## config.mk

```make
export PLATFORM = sky130hd
export DESIGN_NAME = seg7_scan_driver
export DESIGN_NICKNAME = d
export VERILOG_FILES = /design/src/rtl/seg7_scan_driver.sv
export SDC_FILE = /design/constraint.sdc
export NUM_CORES = 1
export LEC_CHECK = 0
export ABC_AREA = 1
export BUFFER_PORTS_ARGS = -buffer_cell sky130_fd_sc_hd__buf_4
export CAP_MARGIN = 20
export CORE_MARGIN = 8
export CORE_UTILIZATION = 55
export DETAILED_ROUTE_END_ITERATION = 6
export PLACE_DENSITY = 0.75
export SKIP_LAST_GASP = 1
export SLEW_MARGIN = 15
export SYNTH_ARGS = -nofsm -noshare
export SYNTH_HDL_FRONTEND = slang
export SYNTH_SLANG_ARGS = --single-unit
```

## constraint.sdc

```tcl
create_clock -name clk -period 3.83 [get_ports clk]
set_input_delay 0.1915 -clock clk [delete_from_list [all_inputs] [get_ports clk]]
set_output_delay 0.1915 -clock clk [all_outputs]
set_load 0.05 [all_outputs]
```

## src/rtl/seg7_scan_driver.sv

```systemverilog
// Multiplexed 7-segment scan driver with shadow/display double buffering, anti-ghost blanking and leading-zero blanking.
// Latency: outputs are registered, one clock after the scan position / display state they reflect.
// Backpressure: none; load is always accepted and takes effect at the next frame boundary.
//
// Ports:
//   clk, rst        - single clock, asynchronous active-high reset
//   enable          - 1 = scan and drive, 0 = dark with scan counters frozen
//   load            - strobe capturing data_in / dp_in into the shadow register
//   data_in, dp_in  - hex nibble and decimal point per digit (digit 0 least significant)
//   blank_lz        - suppress leading zero digits (digit 0 is never suppressed)
//   seg, dp, an     - active-low segments {a..g}, decimal point, digit enables
//   frame_done      - one-cycle pulse after every frame boundary
module seg7_scan_driver #(
  parameter int NUM_DIGITS   = 8,
  parameter int REFRESH_DIV  = 100000,
  parameter int BLANK_CYCLES = 4
) (
  input  logic                    clk,
  input  logic                    rst,
  input  logic                    enable,
  input  logic                    load,
  input  logic [4*NUM_DIGITS-1:0] data_in,
  input  logic [NUM_DIGITS-1:0]   dp_in,
  input  logic                    blank_lz,
  output logic [6:0]              seg,
  output logic                    dp,
  output logic [NUM_DIGITS-1:0]   an,
  output logic                    frame_done
);

  localparam int PW = (REFRESH_DIV > 1) ? $clog2(REFRESH_DIV) : 1;
  localparam int DW = $clog2(NUM_DIGITS);
  localparam logic [PW-1:0] P_LAST  = PW'(REFRESH_DIV - 1);
  localparam logic [PW-1:0] P_BLANK = PW'(BLANK_CYCLES);
  localparam logic [DW-1:0] D_LAST  = DW'(NUM_DIGITS - 1);
  localparam logic [NUM_DIGITS-1:0] AN_ONE = NUM_DIGITS'(1);

  // Active-low segment pattern {a,b,c,d,e,f,g} for a hex nibble.
  function automatic logic [6:0] hex_to_seg(input logic [3:0] nib);
    case (nib)
      4'h0:    return 7'b0000001;
      4'h1:    return 7'b1001111;
      4'h2:    return 7'b0010010;
      4'h3:    return 7'b0000110;
      4'h4:    return 7'b1001100;
      4'h5:    return 7'b0100100;
      4'h6:    return 7'b0100000;
      4'h7:    return 7'b0001111;
      4'h8:    return 7'b0000000;
      4'h9:    return 7'b0000100;
      4'hA:    return 7'b0001000;
      4'hB:    return 7'b1100000;
      4'hC:    return 7'b0110001;
      4'hD:    return 7'b1000010;
      4'hE:    return 7'b0110000;
      default: return 7'b0111000;
    endcase
  endfunction

  logic [PW-1:0]           p_q, p_d;
  logic [DW-1:0]           d_q, d_d;
  logic [4*NUM_DIGITS-1:0] shadow_q, shadow_d;
  logic [NUM_DIGITS-1:0]   shadow_dp_q, shadow_dp_d;
  logic [4*NUM_DIGITS-1:0] disp_q, disp_d;
  logic [NUM_DIGITS-1:0]   disp_dp_q, disp_dp_d;
  logic                    pending_q, pending_d;
  logic [6:0]              seg_q, seg_d;
  logic                    dp_q, dp_d;
  logic [NUM_DIGITS-1:0]   an_q, an_d;
  logic                    frame_done_q, frame_done_d;

  logic                    tick;
  logic                    frame_bnd;
  logic                    dark;
  logic                    zero_run;
  logic [NUM_DIGITS-1:0]   lz_zero;
  logic [3:0]              cur_nib;

  always_comb begin
    tick      = enable && (p_q == P_LAST);
    frame_bnd = tick && (d_q == D_LAST);

    // Scan position: both counters freeze while disabled.
    p_d = p_q;
    d_d = d_q;
    if (enable) p_d = tick ? '0 : p_q + 1'b1;
    if (tick)   d_d = (d_q == D_LAST) ? '0 : d_q + 1'b1;

    // Display only changes on a frame boundary so a frame is never mixed.
    // The transfer uses the pre-edge shadow; a load on the same edge stays pending.
    disp_d    = disp_q;
    disp_dp_d = disp_dp_q;
    pending_d = pending_q;
    if (frame_bnd && pending_q) begin
      disp_d    = shadow_q;
      disp_dp_d = shadow_dp_q;
      pending_d = 1'b0;
    end
    shadow_d    = shadow_q;
    shadow_dp_d = shadow_dp_q;
    if (load) begin
      shadow_d    = data_in;
      shadow_dp_d = dp_in;
      pending_d   = 1'b1;
    end

    // lz_zero[i] = nibbles i..NUM_DIGITS-1 of the display are all zero.
    lz_zero  = '0;
    zero_run = 1'b1;
    for (int i = NUM_DIGITS - 1; i >= 0; i--) begin
      zero_run   = zero_run & (disp_q[4*i +: 4] == 4'h0);
      lz_zero[i] = zero_run;
    end

    cur_nib = disp_q[4*d_q +: 4];

    // First BLANK_CYCLES of each slot stay dark so the previous digit's
    // segments never ghost onto the newly enabled anode.
    dark  = !enable || (p_q < P_BLANK);
    seg_d = 7'b1111111;
    dp_d  = 1'b1;
    an_d  = '1;
    if (!dark) begin
      an_d  = ~(AN_ONE << d_q);
      dp_d  = ~disp_dp_q[d_q];
      seg_d = (blank_lz && (d_q != '0) && lz_zero[d_q]) ? 7'b1111111 : hex_to_seg(cur_nib);
    end

    frame_done_d = frame_bnd;
  end

  always_ff @(posedge clk or posedge rst) begin
    if (rst) begin
      p_q          <= '0;
      d_q          <= '0;
      shadow_q     <= '0;
      shadow_dp_q  <= '0;
      disp_q       <= '0;
      disp_dp_q    <= '0;
      pending_q    <= 1'b0;
      seg_q        <= 7'b1111111;
      dp_q         <= 1'b1;
      an_q         <= '1;
      frame_done_q <= 1'b0;
    end else begin
      p_q          <= p_d;
      d_q          <= d_d;
      shadow_q     <= shadow_d;
      shadow_dp_q  <= shadow_dp_d;
      disp_q       <= disp_d;
      disp_dp_q    <= disp_dp_d;
      pending_q    <= pending_d;
      seg_q        <= seg_d;
      dp_q         <= dp_d;
      an_q         <= an_d;
      frame_done_q <= frame_done_d;
    end
  end

  assign seg        = seg_q;
  assign dp         = dp_q;
  assign an         = an_q;
  assign frame_done = frame_done_q;

endmodule

```

Word-level counts from Yosys, hierarchy flattened

Memories as Yosys holds them, arrays and structs flattened.
Cells that the tools add are included.

Add/subtract/negate cells: 2
Mux-type cells: 12
Reduce and logical (&&, ||, !) cells: 17
Equality and inequality tests: 2
Bitwise gates (word level): 9
Shift-type cells: 2
Order comparisons: 2

Operators by type and width:

| cell                                                 | number |
|---|---|
| zero test 4 bit                                      | 8 |
| indexed part select 32 x 6 -> 4 bit                  | 1 |
| adder 17 x 1 -> 17 bit (second input constant)       | 1 |
| == test 17 bit (second input constant)               | 1 |
| < comparator 17 x 3 -> 1 bit (second input constant) | 1 |
| 2-to-1 mux 17 bit                                    | 1 |
| 2-to-1 mux 7 bit                                     | 2 |
| 2-to-1 mux 8 bit                                     | 1 |
| inverter 8 bit                                       | 1 |
| left shift 1 x 3 -> 8 bit (first input constant)     | 1 |
| AND 1 bit                                            | 7 |
| binary-select mux 1 bit (select 3 bit)               | 2 |
| logical AND 1 bit                                    | 5 |
| 2-to-1 mux 1 bit                                     | 5 |
| < comparator 3 x 4 -> 1 bit (second input constant)  | 1 |
| adder 3 x 1 -> 3 bit (second input constant)         | 1 |
| == test 3 bit (second input constant)                | 1 |
| 2-to-1 mux 3 bit                                     | 1 |
| nonzero test 3 bit                                   | 1 |
| nonzero test 2 bit                                   | 1 |
| zero test 1 bit                                      | 1 |
| logical OR 1 bit                                     | 1 |
| inverter 1 bit                                       | 1 |

Input port bits: 45
Flip-flop bits (word level): 118
Output and inout bits: 17
Word-level logic and storage cells: 58
Memories kept: 1
Memory bits (read-only): 112

Memory list:

| name            | depth | bits a word | rd ports | clocked after memory_dff | wr ports | line | RTL |
|---|---|---|---|---|---|---|---|
| (no name shown) | 16    | 7           | 1        | 0                        | 0        | 40   | `case (nib)` |

Logic depth before layout (Yosys ltp)

Depth after elaboration: 13
Depth in mapped cells: 13
Depth with buffers taken out: 12

Worst setup path after synthesis

OpenSTA, ideal clock, no wires.

Path type: reg2reg
Start point: reg d_q[0]
End point: reg seg_q[1], in the netlist seg[1]
Slack: 2.068 ns
Setup time: 0.086 ns
Stages on the path, launching flop included: 14
Clock period less this slack: 1.762 ns
Required time: 3.744 ns
Arrival time: 1.676 ns
Path buffers: 2
Cells stage by stage: dfrtp_1 buf_4 inv_2 buf_4 nand2_1 nand3_1 nand3_1 nand2_1 inv_1 ha_1 nand3_1 nand2_1 nand2_1 nand3_1

Cells in the longest elaborated chain, start to end: 5
Elaborated cells between the ends (all ways): 9
Classes of those cells: shift: 1; mux: 4; reduce/logical: 3; memory: 1

RTL lines:

| element                                                                     | line | RTL |
|---|---|---|
| start: declaration                                                          | 61   | `logic [DW-1:0] d_q, d_d;` |
| start signal: assignment                                                    | 135  | `d_q <= '0;` |
| start signal: assignment                                                    | 147  | `d_q <= d_d;` |
| parallel branches: the longest is 3 deep, another holds memory (16 x 7 bit) | n/a  |  |
| 2-to-1 mux 7 bit *                                                          | 126  | `seg_d = (blank_lz && (d_q != '0) && lz_zero[d_q]) ? 7'b1111111 : hex_to_seg(cur_nib);` |
| 2-to-1 mux 7 bit *                                                          | 123  | `if (!dark) begin` |
| via seg_d[1]                                                                | 67   | `logic [6:0] seg_q, seg_d;` |
| end signal: assignment                                                      | 153  | `seg_q <= seg_d;` |
| end: declaration                                                            | 67   |  |

Mark *: on every way through the listed nets, which the timed path passes. The select of a mux whose other input is x is not followed.
A chain may end at the register's enable or synchronous reset.

Worst setup path in the final report

Start point: reg d_q[1]
End point: reg disp_q[20]

Cells in the longest elaborated chain, start to end: 3

RTL lines:

| element                | line | RTL |
|---|---|---|
| == test 3 bit          | 81   | `frame_bnd = tick && (d_q == D_LAST);` |
| logical AND 1 bit      | 81   |  |
| logical AND 1 bit      | 94   | `if (frame_bnd && pending_q) begin` |
| end signal: assignment | 150  | `disp_q <= disp_d;` |
| end: declaration       | 64   | `logic [4*NUM_DIGITS-1:0] disp_q, disp_d;` |

No other way between the ends.

==> results.json <==
{
  "status": "complete, no violations",
  "critPathCaptureType": "register",
  "ys_ff_latch": 118,
  "core_mm2": 0.01070,
  "nets": 857,
  "drtIter0Drc": 325,
  "wl_per_cell_um": 12.86,
  "ys_types": 35,
  "rows": 38,
  "cts_sinks": 118,
  "p_leak_nw": 3.665,
  "worstMarginPinSlew_ns": 0.7711,
  "hold_violations": 0,
  "start_util": 0.5542,
  "critPathLaunchType": "register",
  "grt-ovfl-total": 0,
  "drive_gt1_frac": 0.2343,
  "drc": 0,
  "reg2reg_depth": 6,
  "post-cts-setup-buffers": 0,
  "power_mw": 3.083,
  "area_delta_synth_final_pct": 24.06,
  "skew_ns": 0.008276,
  "critPathArrivalTime_ns": 2.87,
  "die_w_um": 119.8,
  "synth_fp_nets": 758,
  "yosysMostFrequentCell": "nand2_1",
  "synth_edf_count": 0,
  "seq_area_frac_synth": 0.5015,
  "ant_nets": 0,
  "maxCapViolations": 0,
  "via_per_inst": 4.957,
  "syn-cell-area_mm2": 0.005928,
  "cts-htree-levels": 4,
  "grt_max_degree": 82,
  "crit_type": "register to register",
  "cts_tree": "built",
  "tns_ns": 0,
  "clockBufferDepth": 2,
  "period_needed_ns": 2.464,
  "setup_ws_ns": 1.366,
  "postSynth.asyncResetShare": 1.000,
  "timing.critical_path.from": "d_q[1]",
  "grt_first_pass_wirelength_um": 21200,
  "cts_root_buffer": "clkbuf_8",
  "clock_latency_ns": 0.53,
  "yosys_warnings": 0,
  "dp_hpwl_um": 8262,
  "hp-class": "input port to register",
  "synth_flop_cell": "dfrtp_1",
  "finalSetupViolations": 0,
  "r2r_end": "disp_q[20]",
  "crit_path_end": "disp_q[20]",
  "synthDominantCellAreaShare": 0.4306,
  "place.gp.congestion": 0.8769,
  "io_buffer_count": 61,
  "yosys.area.top_type": "dfrtp_1",
  "cpPeakStageDelay_ns": 0.65,
  "path_clk_slew_ns": 0.05,
  "die_h_um": 119.8,
  "yosys-top-cells-area": "dfrtp_1 43%, nand2_1 11%, dfstp_2 7.1%",
  "slowest_stage": "dfrtp_1",
  "slew_headroom": 0.4859,
  "preCtsSetupSlack_ns": 1.384,
  "power.density_mw_per_mm2": 419.2,
  "grtUsageTotal": 0.1831,
  "worstReg2RegStart": "d_q[1]",
  "peakVddDrop_uv": 245.7,
  "cts_buffers": 17,
  "cpMostUsedCell": "ha_1",
  "rrSetupSlack_ns": 1.37,
  "syn_avg_cell_area_um2": 8.469,
  "ys_top_cells_by_count": "175 x nand2_1, 102 x dfrtp_1, 98 x inv_1",
  "finalCritPeriodShare": 0.6435,
  "diodes": 0,
  "required_ns": 4.23,
  "die_area_mm2": 0.01436,
  "drv_slew": 0,
  "fmax_mhz": 405.8,
  "drt_first_pass_iters": 5,
  "rsz0062_at_grt": "false",
  "antenna_found_initial": 0,
  "wl_um": 12230,
  "critical_path.max_fanout": 42,
  "grt_pass1_vias": 4659,
  "path_cells": "ha_1, ha_1, nand3_4, buf_12, nand2_1, o21ai_2",
  "ios": 62,
  "final_util": 0.6875,
  "route.vias.total": 4714,
  "synthCells": 700
}
==> metal layers <==
layer | GRT usage | vias to the layer above | part of all wire
met2 | 0.3028 | 122 | 0.50
li1 | - | 2385 | -
met1 | 0.2154 | 2188 | 0.43
met3 | 0.05261 | 19 | 0.053
met4 | 0.08899 | 0 | 0.020
met5 | 0 | - | 0
==> per-stage QoR <==
| step | instances | area [µm²] | hold WS [ns] |
|---|---|---|---|
| 4_1_cts | 951 | 7355 | 0.1897 |
| 6_report | 951 | 7355 | 0.2032 |
| 3_3_place_gp | 878 | 6422 | 0.3825 |
| 5_1_grt | 951 | 7355 | 0.2399 |
| 2_1_floorplan | 700 | 5928 | 0.3125 |
| 3_5_place_dp | 878 | 6422 | 0.4023 |
==> power breakdown <==
group          switching [mW]  internal, mW  total, mW
sequential             0.0644          1.33       1.40
clock                   0.500         0.853       1.35
combinational           0.196         0.136      0.332
total                   0.760          2.32       3.08
==> worst max-delay path: cells and delay by family, from the launching register on <==
family,cells,cell delay [ns]
AO/OA/AOI/OAI,1,0.06
adder cells (fa/ha/maj),2,0.54
buffers and inverters,1,0.43
AND/OR/NAND/NOR,2,0.65
flip-flops,1,0.65
==> flip-flops by register name (all words and copies together), names as in the netlist, 3 cells and up <==
name	flops
shadow_q	32
d_q	3
an	8
p_q	17
shadow_dp_q	8
seg	7
disp_q	32
disp_dp_q	8
==> worst min-delay path by stage <==
stage,start,depth (start not counted),slack (ns),to
after CTS,load,3,0.19,shadow_q[22]
final,load,3,0.20,shadow_q[22]
after detailed placement,rst,2,0.40,p_q[13]
after floorplan,dp_in[0],2,0.31,shadow_dp_q[0]
after global placement,rst,2,0.38,shadow_q[28]
after global routing,load,3,0.24,shadow_q[22]
==> cells in the final DEF, fill, tap and decap left out, types with 4 or more instances in the layout <==
cell type      instances
nand2_1              175
dfrtp_1              102
inv_1                 97
buf_4                 64
o21ai_0               54
nor2_1                52
nand3_1               52
dlygate4sd3_1         42
o21ai_2               40
nand2_2               32
dfstp_2               16
clkbuf_16             16
ha_1                  13
xor2_1                 6
clkbuf_1               6
clkbuf_8               5
nand4_1                4
nor3_1                 4
clkinv_2               4
==> cell families after synthesis <==
group	count (synthesis)	share of synthesized area
AOI/OAI and AO/OA	105	0.1169
xor gates and xnor gates	6	0.008864
adders and majority gates	13	0.02744
buffers and inverters	128	0.09498
DFF	118	0.5015
and+or+nand+nor	330	0.2503
==> final cells by class <==
cell class	count	area, µm²
fillers	825	3343
flip-flops and latches	118	2973
multi-input cells	454	2392
repair buffers	107	920.9
clock buffers	27	491.7
inverters	101	381.6
well taps	140	175.2
clock inverters	4	20.02
==> what timing repair did <==
| item | 4_1_cts | 5_1_grt |
|---|---|---|
| hold buffers | 42 | 0 |
| resized for setup | 0 | 0 |
| setup endpoints to repair | 0 | 0 |
| hold endpoints to repair | 105 | 0 |
No activity file was read; power rests on OpenSTA's default activity.
